`src/rtl/ftdi_reply_framer.sv`:
```
// ftdi_reply_framer: builds reply frames (sync, header, address, length, payload[, checksum]) into a write FIFO.
//   Parameters: SYNC_BYTE (first frame byte), HOLD_DEPTH (payload holding buffer depth, 2..4).
//   Inputs : clk, res_n (async active-low), req_valid/req_header/req_address/req_length (request),
//            data_valid/data_in (register-file read data), fifo_prog_full (backpressure).
//   Outputs: req_ready, fifo_wr_en/fifo_din (frame byte stream), busy, overflow, stray (sticky flags).
//   Optional: define FTDI_REPLY_CHECKSUM_EN to append an XOR checksum byte to every frame.
module ftdi_reply_framer #(
  parameter logic [7:0] SYNC_BYTE  = 8'hA5,
  parameter int         HOLD_DEPTH = 2
) (
  input  logic        clk,
  input  logic        res_n,
  input  logic        req_valid,
  input  logic [7:0]  req_header,
  input  logic [7:0]  req_address,
  input  logic [15:0] req_length,
  output logic        req_ready,
  input  logic        data_valid,
  input  logic [7:0]  data_in,
  input  logic        fifo_prog_full,
  output logic        fifo_wr_en,
  output logic [7:0]  fifo_din,
  output logic        busy,
  output logic        overflow,
  output logic        stray
);
  localparam int CW = $clog2(HOLD_DEPTH + 1);
  typedef enum logic [2:0] {
    S_IDLE, S_SYNC, S_HDR, S_ADDR, S_LENH, S_LENL, S_PAYLOAD
`ifdef FTDI_REPLY_CHECKSUM_EN
    , S_CSUM
`endif
  } state_t;
`ifdef FTDI_REPLY_CHECKSUM_EN
  localparam state_t S_END = S_CSUM;
`else
  localparam state_t S_END = S_IDLE;
`endif
  state_t                      r_state, w_nxt;
  logic [7:0]                  r_hdr, r_addr, w_byte;
  logic [15:0]                 r_len, r_count;
  logic [HOLD_DEPTH-1:0][7:0]  r_hold, w_shift;
  logic [CW-1:0]               r_hcnt, w_wr_idx;
  logic                        w_pop, w_push, w_go;
`ifdef FTDI_REPLY_CHECKSUM_EN
  logic [7:0]                  r_csum;
`endif
  assign req_ready = (r_state == S_IDLE);
  assign busy      = (r_state != S_IDLE);
  // Holding buffer is a shift queue: entry 0 is always the next byte out.
  assign w_shift  = r_hold >> 8;
  assign w_pop    = (r_state == S_PAYLOAD) && (r_hcnt != '0) && !fifo_prog_full;
  assign w_push   = (r_state == S_PAYLOAD) && data_valid && ((r_hcnt != CW'(HOLD_DEPTH)) || w_pop);
  assign w_wr_idx = r_hcnt - CW'(w_pop);
  always_comb begin
    w_byte = SYNC_BYTE;
    w_nxt  = r_state;
    w_go   = 1'b0;
    case (r_state)
      S_SYNC:    begin w_byte = SYNC_BYTE;  w_nxt = S_HDR;  w_go = !fifo_prog_full; end
      S_HDR:     begin w_byte = r_hdr;      w_nxt = S_ADDR; w_go = !fifo_prog_full; end
      S_ADDR:    begin w_byte = r_addr;     w_nxt = S_LENH; w_go = !fifo_prog_full; end
      S_LENH:    begin w_byte = r_len[15:8]; w_nxt = S_LENL; w_go = !fifo_prog_full; end
      S_LENL:    begin w_byte = r_len[7:0];  w_nxt = (r_len == 16'd0) ? S_END : S_PAYLOAD; w_go = !fifo_prog_full; end
      S_PAYLOAD: begin w_byte = r_hold[0];   w_nxt = (r_count == 16'd1) ? S_END : S_PAYLOAD; w_go = w_pop; end
`ifdef FTDI_REPLY_CHECKSUM_EN
      S_CSUM:    begin w_byte = r_csum;      w_nxt = S_IDLE; w_go = !fifo_prog_full; end
`endif
      default:   ;
    endcase
  end
  always_ff @(posedge clk or negedge res_n) begin
    if (!res_n) begin
      r_state    <= S_IDLE;
      r_hdr      <= 8'h00;
      r_addr     <= 8'h00;
      r_len      <= 16'h0000;
      r_count    <= 16'h0000;
      r_hold     <= '0;
      r_hcnt     <= '0;
      fifo_wr_en <= 1'b0;
      fifo_din   <= 8'h00;
      overflow   <= 1'b0;
      stray      <= 1'b0;
`ifdef FTDI_REPLY_CHECKSUM_EN
      r_csum     <= 8'h00;
`endif
    end else begin
      fifo_wr_en <= 1'b0;
      if (r_state == S_IDLE) begin
        if (req_valid) begin
          r_hdr    <= req_header;
          r_addr   <= req_address;
          r_len    <= req_length;
          r_count  <= req_length;
          overflow <= 1'b0;
          stray    <= 1'b0;
          r_state  <= S_SYNC;
`ifdef FTDI_REPLY_CHECKSUM_EN
          r_csum   <= 8'h00;
`endif
        end
      end else if (w_go) begin
        fifo_wr_en <= 1'b1;
        fifo_din   <= w_byte;
        r_state    <= w_nxt;
`ifdef FTDI_REPLY_CHECKSUM_EN
        r_csum     <= r_csum ^ w_byte;
`endif
      end
      if (w_pop) r_count <= r_count - 16'd1;
      for (int i = 0; i < HOLD_DEPTH; i++)
        if (w_push && (w_wr_idx == CW'(i))) r_hold[i] <= data_in;
        else if (w_pop) r_hold[i] <= w_shift[i];
      // Anything still held when the last payload byte leaves is surplus and discarded.
      r_hcnt <= (w_pop && (r_count == 16'd1)) ? '0 : r_hcnt + CW'(w_push) - CW'(w_pop);
      if (data_valid && (r_state != S_PAYLOAD)) stray <= 1'b1;
      if ((r_state == S_PAYLOAD) && data_valid && !w_push) overflow <= 1'b1;
    end
  end
endmodule
```
`config.mk`:
```
export PLATFORM = sky130hd
export DESIGN_NAME = ftdi_reply_framer
export DESIGN_NICKNAME = d
export VERILOG_FILES = /design/src/rtl/ftdi_reply_framer.sv
export SDC_FILE = /design/constraint.sdc
export NUM_CORES = 1
export LEC_CHECK = 0
export BUFFER_PORTS_ARGS = -buffer_cell sky130_fd_sc_hd__buf_4
export CAP_MARGIN = 10
export CORE_ASPECT_RATIO = 0.9
export CORE_MARGIN = 4
export CORE_UTILIZATION = 52
export DETAILED_ROUTE_END_ITERATION = 16
export HOLD_SLACK_MARGIN = 0.08
export PLACE_DENSITY = 0.83
export SLEW_MARGIN = 20
export SYNTH_ARGS = -nofsm -noshare
export SYNTH_HDL_FRONTEND = slang
export SYNTH_SLANG_ARGS = --single-unit
```
`constraint.sdc`:
```
create_clock -name clk -period 2.5 [get_ports clk]
set_input_delay 0.5 -clock clk [delete_from_list [all_inputs] [get_ports clk]]
set_output_delay 0.5 -clock clk [all_outputs]
set_load 0.05 [all_outputs]
```
==> results of run 1 <==
==> area by class of cell <==
class | count | area [sq um]
clock inverter | 3 | 65.1
multi-input combinational | 308 | 1870
tap | 96 | 120
clock buffer | 12 | 155
timing repair buffer | 71 | 546
fill | 567 | 2720
sequential | 80 | 2000
inverter | 18 | 67.6
==> per-stage QoR <==
step | power (W) | instances
4_1_cts | 0.00456 | 588
6_report | 0.00456 | 588
5_1_grt | 0.00481 | 588
3_3_place_gp | 0.00341 | 573
3_5_place_dp | 0.00351 | 573
2_1_floorplan | 0.00299 | 432
==> worst register-to-register path, stage by stage (launching register included) <==
cell and delay, ns:
dfrtp_1 0.49, and3b_1 0.26, nand2_1 0.09, inv_2 0.09, ha_1 0.16, nand2_1 0.05, nor2_1 0.16, o2111a_1 0.55
mux2i_1 0.27
==> synth_stat cells, drive strengths merged, types with 4 or more instances <==
library cell,instances
nor2,18
ha,5
o211ai,5
buf,5
nor4,6
nand2,118
mux2i,29
nand3,14
a211oi,6
a21oi,15
o311ai,6
nor2b,6
dfrtp,80
or4,4
o21ai,7
or3,4
nor3,6
inv,18
clkbuf,21
mux2,8
nand2b,11
==> metal layers <==
| metal | up-vias | GRT usage | routed length, microns |
|---|---|---|---|
| met5 | - | 0 | 0 |
| met4 | 0 | 0.0864 | 289 |
| met3 | 30 | 0.0553 | 737 |
| met2 | 149 | 0.363 | 4910 |
| met1 | 1705 | 0.302 | 4280 |
| li1 | 1616 | - | - |
==> power breakdown <==
part	internal (W)	switching (W)	total, W
logic	0.000535	0.000746	0.00128
clock network	0.000611	0.000443	0.00105
registers	0.00179	0.000441	0.00223
==> kinds of logic (layout without fill, tap and decap cells) <==
kind of cell | count (synthesis) | after routing | share of synthesized area
xor gates and xnor gates | 2 | 2 | 0.00434
and+or+nand+nor | 196 | 196 | 0.221
DFF | 80 | 80 | 0.496
adders and majority gates | 5 | 5 | 0.0155
muxes | 37 | 37 | 0.0942
buffers and inverters | 44 | 104 | 0.0425
AOI/OAI and AO/OA | 68 | 68 | 0.126
==> registers in the layout, summed over array words and instances (netlist names) <==
| register | count |
|---|---|
| r_count | 16 |
| r_hold | 16 |
| r_len | 16 |
| fifo_din | 8 |
| r_addr | 8 |
| r_hdr | 8 |
| r_state | 3 |
| r_hcnt | 2 |
| fifo_wr_en | 1 |
| overflow | 1 |
| stray | 1 |
==> worst paths after layout <==
check	endpoint	cells past startpoint
setup / recovery	r_hold[9]	8
hold / removal	r_count[9]	1
setup reg to reg	r_hold[9]	8
hold reg to reg	r_hdr[7]	2
max in group asynchronous	r_hdr[4]	2
min in group clk	r_addr[4]	3
==> metrics.csv, run 1 <==
metric;value;unit
Worst Path Required;2.77;ns
Setup TNS Final;0;ns
reg2reg start;r_state[2];
Static Leakage;2.31;nW
Max Buffers Root-to-Sink;2;
synthesized flop and latch total;80;
RSZ-0062 raised after global routing;no;
total CTS buffers;9;
core area;0.00754;sq mm
layout net count;538;
Worst setup SP type;flip-flop;
DRT Pass-1 Iters;5;
DRC;0;
CTS H-tree lvls;3;
drt via density;5.95;
Post-Route WL;10200;microns
nature of the critical path endpoint;flip-flop;
worst skew pair latency;0.35;ns
register area share after synthesis;0.496;
die area;0.00924;sq mm
CP peak stage delay;0.55;ns
Synth cell types;51;
Avg Inst Size Synth;9.35;sq um
final slew viol count;0;
via count;3500;
synth warn;0;
global-route wire length before repair;16600;microns
final worst slack;0.314;ns
share of layout cells above drive strength 1;0.205;
post-cts sizing count;0;
status;completed;
row cnt;30;
Setup-failing EPs final;0;
area leader, netlist;dfrtp_1;
DP Worst Slack;0.148;ns
Worst-Margin Slew;0.638;ns
CP top delay family;simple AND/OR/NAND/NOR gates;
mapped cell area;0.00404;sq mm
pin count of the biggest net entering global routing;46;
Syn-to-layout area delta;19.5;%
crit-path max FO;8;
most frequent cells in the layout;nand2_1, dfrtp_1, buf_4;
maxcap violations;0;
Worst EP arrival;2.45;ns
EDFF count, synth;0;
total track usage;0.229;
Initial Utilization;0.535;
initial antenna violation count;0;
Hold WC Path Type;primary input to asynchronous set/reset pin;
Placement Cell Area;0.00461;sq mm
Post-CTS Setup Inserts;0;
PD cells;945;mW/mm^2
Die X;101;microns
Synth Flop Type;dfrtp_1;
synthesized netlist cell count;432;
commonest non-fill, non-tap cell in the layout;nand2_1;
final clock skew;0.00667;ns
r2r setup slk;0.31;ns
post-route ant nets;0;
Final Hold Fails;0;
CP Cell Sequence;and3b_1 > nand2_1 > inv_2 > ha_1 > nand2_1 > nor2_1 > o2111a_1 > mux2i_1;
worst hold margin;0.105;ns
Worst Setup Path Type;flip-flop to flip-flop;
maximum VDD drop;0.483;mV
die height;91.6;microns
I/O pin total;58;
CTS root buf;clkbuf_8;
GRT overflow;0;
hpwl dp;7560;microns
PortBufs;57;
worst setup path startpoint;r_state[2];
Critical path buffers and inverters;1;
routed length per instance;17.4;microns
cell area after layout;0.00483;sq mm
clock sink count;80;
vias in the first global route;3408;
fin crit share;0.875;
asr flop ratio synth;1.00;
TritonCTS clock tree;done;
CTS Hold Bufs;0;
Worst path slowest cell;o2111a_1;
gpl congestion;0.876;
Slew Limit Headroom;0.575;
Ant. Diodes;0;
most frequent CP cell;nand2_1;
area share of the largest cell type after synthesis;0.496;
minimum clock period;2.19;ns
Reg clk slew, reported paths;0.08;ns
syn nets;482;
Layout Utilization;0.640;
fmax;457;MHz
Initial DRC Count;251;
synth top area cells;dfrtp_1, nand2_1, mux2i_1;
Power figures use the tool's default switching activity.
==> run 2, diff against run 1 <==
- BUFFER_PORTS_ARGS: -buffer_cell sky130_fd_sc_hd__buf_4 -> default
- CORE_UTILIZATION: 52 -> 57
- DONT_BUFFER_PORTS: default -> 1
- PLACE_DENSITY: 0.83 -> 0.82
==> run 2 against run 1 <==
Against the previous run: via count shrank 7.1%; non-clock buffer count fell by 55; combinational power is 35% lower; clock power down 15%; cell count shrank 10%; utilization increased by 1.2 points; wire length fell by 4.2%; count of clock-buffer cells in the layout up 3; critical path type unchanged.
==> metrics.csv, run 2 (synthesis gave the netlist of run 1 again) <==
metric;value;unit;change
status;completed;;unchanged
maxcap violations;0;;unchanged
die height;87.8;microns;was 91.6 microns
DP Cell Count;510;;was 573
fmax;459;MHz;was 457 MHz
Slew Limit Headroom;0.560;;was 0.575
commonest non-fill, non-tap cell in the layout;nand2_1;;unchanged
Initial Utilization;0.600;;was 0.535
via count;3250;;was 3,500
share of layout cells above drive strength 1;0.100;;was 0.205
PD cells;958;mW/mm^2;was 945 mW/mm^2
Syn-to-layout area delta;8.49;%;was 19.5%
Setup TNS Final;0;ns;unchanged
gpl congestion;0.854;;was 0.876
cell area after layout;0.00438;sq mm;was 0.00483 sq mm
Final Non-Filler Cells;528;;was 588
routed length per instance;18.5;microns;was 17.4 microns
hpwl dp;7030;microns;was 7560 microns
clock sink count;80;;unchanged
register area;0.00200;sq mm;unchanged
pin count of the biggest net entering global routing;81;;was 46
vias in the first global route;3206;;was 3,408
TritonCTS clock tree;done;;unchanged
die area;0.00850;sq mm;was 0.00924 sq mm
Post-Route WL;9790;microns;was 10,200 microns
global-route wire length before repair;16300;microns;was 16,600 microns
most frequent cells in the layout;nand2_1, dfrtp_1, mux2i_1;;was nand2_1, dfrtp_1, buf_4
total track usage;0.244;;was 0.229
drt via density;6.16;;was 5.95
Final Hold Fails;0;;unchanged
multi-input logic area;0.00187;sq mm;unchanged
Initial DRC Count;304;;was 251
Placement Cell Area;0.00416;sq mm;was 0.00461 sq mm
RSZ-0062 raised after global routing;no;;unchanged
I/O pin total;58;;unchanged
worst skew pair latency;0.35;ns;about the same
Worst EP arrival;2.44;ns;was 2.45 ns
Worst Setup Path Type;flip-flop to flip-flop;;unchanged
Static Leakage;2.03;nW;was 2.31 nW
Worst Path Required;2.76;ns;was 2.77 ns
initial antenna violation count;0;;unchanged
DRT Pass-1 Iters;7;;was 5
Ant. Diodes;0;;unchanged
crit-path max FO;8;;unchanged
total CTS buffers;9;;unchanged
fin crit share;0.871;;was 0.875
Max Buffers Root-to-Sink;2;;unchanged
minimum clock period;2.18;ns;was 2.19 ns
Die X;96.7;microns;was 101 microns
CTS H-tree lvls;3;;unchanged
final worst slack;0.322;ns;was 0.314 ns
Hold WC Path Type;primary input to flip-flop;;was primary input to asynchronous set/reset pin
post-cts sizing count;0;;unchanged
CTS root buf;clkbuf_8;;unchanged
nature of the critical path endpoint;flip-flop;;unchanged
PortBufs;0;;was 57
DP Worst Slack;0.300;ns;was 0.148 ns
GRT overflow;0;;unchanged
fillers;533;;was 567
final slew viol count;0;;unchanged
core area;0.00673;sq mm;was 0.00754 sq mm
Worst-Margin Slew;0.660;ns;was 0.638 ns
Reg clk slew, reported paths;0.07;ns;was 0.08 ns
layout net count;483;;was 538
final clock skew;0.00773;ns;was 0.00667 ns
post-route ant nets;0;;unchanged
Setup-failing EPs final;0;;unchanged
leading registers by flop count;r_count x16, r_hold x16, r_len x16;;unchanged
row cnt;28;;was 30
maximum VDD drop;0.453;mV;was 0.483 mV
DRC;0;;unchanged
Worst setup SP type;flip-flop;;unchanged
==> run 2: cell types whose count changed in the layout (fill, tap and decap cells not counted), sizes merged <==
cell         change
inv              +1
buf             -56
clkbuf           +3
bufinv           -2
dlygate4sd3      +1
clkinv           -1
==> run 2: area by class of cell <==
class,count,area share
Sequential cell,80,0.457
Multi-Input combinational cell,308,0.427
Clock buffer,15,0.0403
Timing Repair Buffer,16,0.0326
Tap cell,90,0.0257
Inverter,18,0.0154
Clock inverter,1,0.00200
==> run 2: path summary, 6_finish.rpt <==
kind                               startpoint         end  slack [ns]  cells past startpoint
worst min register to register       r_hdr[6]    r_hdr[6]        0.48                      2
min in group asynchronous               res_n  r_state[1]        0.75                      2
worst max-delay path                r_hcnt[1]  r_hold[13]        0.32                      8
max in group asynchronous               res_n   r_hold[3]        1.45                      2
worst min-delay path            req_header[3]    r_hdr[3]        0.25                      2
worst max register to register      r_hcnt[1]  r_hold[13]        0.32                      8
==> run 2: critical path: stages, from the launching register on <==
cell and delay, ns:
dfrtp_1 0.47, o21ba_2 0.24, nand2_1 0.10, inv_2 0.06
ha_1 0.15, nand2_1 0.06, nor2_1 0.15, o2111a_1 0.57
mux2i_1 0.28
==> run 2: per-stage QoR <==
step	hold WS, ns	util	power [W]
2_1_floorplan	0.204	-	0.00299
3_3_place_gp	0.208	0.618	0.00320
3_5_place_dp	0.206	0.618	0.00329
4_1_cts	0.239	0.651	0.00421
5_1_grt	0.243	0.651	0.00446
6_report	0.253	0.651	0.00420
==> run 2: layer usage <==
metal	share of wire	vias to the layer above	global-route usage
met5	0	-	0
met3	0.092	18	0.0740
met1	0.43	1580	0.335
met4	0.018	0	0.0702
met2	0.46	148	0.382
li1	-	1504	-
==> run 2: repair_timing <==
item / CTS / global route
setup buffers: 0 / 0
hold endpoints to repair: 80 / 0
hold buffers: 2 / 0
==> run 2: power breakdown <==
group / internal (W) / switching (W) / total (W) / leakage [nW]
Sequential: 0.00178 / 0.000685 / 0.00247 / 0.978
Clock: 0.000448 / 0.000446 / 0.000894 / 0.0944
Combinational: 0.000402 / 0.000434 / 0.000836 / 0.963
Total: 0.00263 / 0.00156 / 0.00420 / 2.03
==> run 3, diff against run 2 <==
- CORE_UTILIZATION: 57 -> 50
- PLACE_DENSITY: 0.82 -> 0.75
==> run 3 against run 2 <==
Against the previous run: combinational power is essentially flat; cell count rose by 1.3%; total power down 0.90%; die area grew 13%; wire length shrank 3.2%; non-clock buffer count up 1; sequential power hardly changed; critical path type unchanged; largest power group unchanged.
==> metrics.csv, run 3 (synthesis gave the netlist of run 1 again) <==
metric;value;unit;change
status;completed;;unchanged
hpwl dp;6910;microns;was 7030 microns
Static Leakage;2.03;nW;about the same
die area;0.00958;sq mm;was 0.00850 sq mm
post-route ant nets;0;;unchanged
gpl congestion;0.853;;was 0.854
PortBufs;0;;unchanged
Ant. Diodes;0;;unchanged
nature of the critical path endpoint;flip-flop;;unchanged
worst hold margin;0.246;ns;was 0.253 ns
Worst Path Required;2.70;ns;was 2.76 ns
global-route wire length before repair;15600;microns;was 16,300 microns
pin count of the biggest net entering global routing;81;;unchanged
Initial DRC Count;165;;was 304
Max Buffers Root-to-Sink;2;;unchanged
Reg clk slew, reported paths;0.08;ns;was 0.07 ns
CTS root buf;clkbuf_8;;unchanged
Final Hold Fails;0;;unchanged
Post-Route WL;9480;microns;was 9790 microns
row cnt;30;;was 28
Setup TNS Final;0;ns;unchanged
Worst-Margin Slew;0.669;ns;was 0.660 ns
drt via density;5.83;;was 6.16
Worst path slowest cell;or4_4;;was o2111a_1
maxcap violations;0;;unchanged
DRT Pass-1 Iters;7;;unchanged
post-cts sizing count;0;;unchanged
initial antenna violation count;0;;unchanged
via count;3121;;was 3,250
leading registers by flop count;r_count x16, r_hold x16, r_len x16;;unchanged
total CTS buffers;9;;unchanged
maximum VDD drop;0.410;mV;was 0.453 mV
CP Cell Sequence;or4_4 > or4_4 > nor4_2 > a211oi_1;;was o21ba_2 > nand2_1 > inv_2 > ha_1 > nand2_1 > nor2_1 > o2111a_1 > mux2i_1
CP peak stage delay;0.54;ns;was 0.57 ns
fmax;449;MHz;was 459 MHz
Hold WC Path Type;primary input to flip-flop;;unchanged
Syn-to-layout area delta;8.74;%;was 8.49%
final clock skew;0.00789;ns;was 0.00773 ns
total track usage;0.213;;was 0.244
Die X;103;microns;was 96.7 microns
Worst setup SP type;flip-flop;;unchanged
routed length per instance;17.7;microns;was 18.5 microns
most frequent CP cell;or4_4;;was nand2_1
die height;93.3;microns;was 87.8 microns
vias in the first global route;3157;;was 3,206
crit-path max FO;7;;was 8
worst skew pair latency;0.35;ns;about the same
final slew viol count;0;;unchanged
most frequent cells in the layout;nand2_1, dfrtp_1, mux2i_1;;unchanged
fillers;700;;was 533
CTS H-tree lvls;3;;unchanged
I/O pin total;58;;unchanged
layout net count;484;;was 483
fin crit share;0.891;;was 0.871
minimum clock period;2.23;ns;was 2.18 ns
TritonCTS clock tree;done;;unchanged
core area;0.00769;sq mm;was 0.00673 sq mm
Slew Limit Headroom;0.554;;was 0.560
share of layout cells above drive strength 1;0.109;;was 0.100
RSZ-0062 raised after global routing;no;;unchanged
Final Non-Filler Cells;535;;was 528
Initial Utilization;0.525;;was 0.600
Setup-failing EPs final;0;;unchanged
Worst EP arrival;2.42;ns;was 2.44 ns
DP Cell Count;517;;was 510
clock sink count;80;;unchanged
Post-CTS Setup Inserts;0;;unchanged
commonest non-fill, non-tap cell in the layout;nand2_1;;unchanged
GRT overflow;0;;unchanged
Worst Setup Path Type;flip-flop to flip-flop;;unchanged
DRC;0;;unchanged
PD cells;947;mW/mm^2;was 958 mW/mm^2
[run 3: worst max-delay path, delay by kind of cell, from the launching register on]
kind / cells / cell delay (ns)
flops: 1 / 0.45
compound gates: 1 / 0.18
simple gates: 3 / 1.45
[run 3: worst paths after layout]
path,start,endpoint,slack (ns),depth (start not counted)
setup reg to reg,r_count[8],r_state[1],0.27,4
hold reg to reg,r_hdr[2],r_hdr[2],0.48,2
setup / recovery,r_count[8],r_state[1],0.27,4
min in group asynchronous,res_n,r_count[2],0.70,2
hold / removal,req_length[15],r_len[15],0.25,2
max in group asynchronous,res_n,r_count[9],1.49,2
[run 3: area by class of cell]
cell class	count	area, sq um	share of cell area
clock buffer	10	138	0.0313
clock inverter	6	42.5	0.00969
inverter	18	67.6	0.0154
multi-input combinational	308	1870	0.426
sequential	80	2000	0.456
tap	96	120	0.0274
timing repair buffer	17	150	0.0342
[run 3: per-stage QoR]
stage          utilization  setup WS [ns]  power [W]  instance area (sq um)
2_1_floorplan            -         0.0677    0.00299                   4040
3_3_place_gp         0.542          0.399    0.00321                   4170
3_5_place_dp         0.542          0.256    0.00328                   4170
4_1_cts              0.571          0.307    0.00418                   4390
5_1_grt              0.571          0.158    0.00443                   4390
6_report             0.571          0.273    0.00416                   4390
[run 3: power by group]
group          internal, W  switching [W]
Combinational     0.000404       0.000429
Sequential         0.00178       0.000672
Clock             0.000389       0.000485
Total              0.00257        0.00159
[run 3: repair_timing]
action | CTS | global route
hold buffers | 2 | 0
endpoints found under the setup margin | 0 | 0
endpoints found under the hold margin | 80 | 0
[run 3: metal layers]
| metal | vias up | share of wire | track usage |
|---|---|---|---|
| met4 | 0 | 0.017 | 0.0754 |
| li1 | 1510 | - | - |
| met2 | 105 | 0.46 | 0.317 |
| met1 | 1492 | 0.44 | 0.294 |
| met3 | 14 | 0.082 | 0.0641 |
| met5 | - | 0 | 0 |
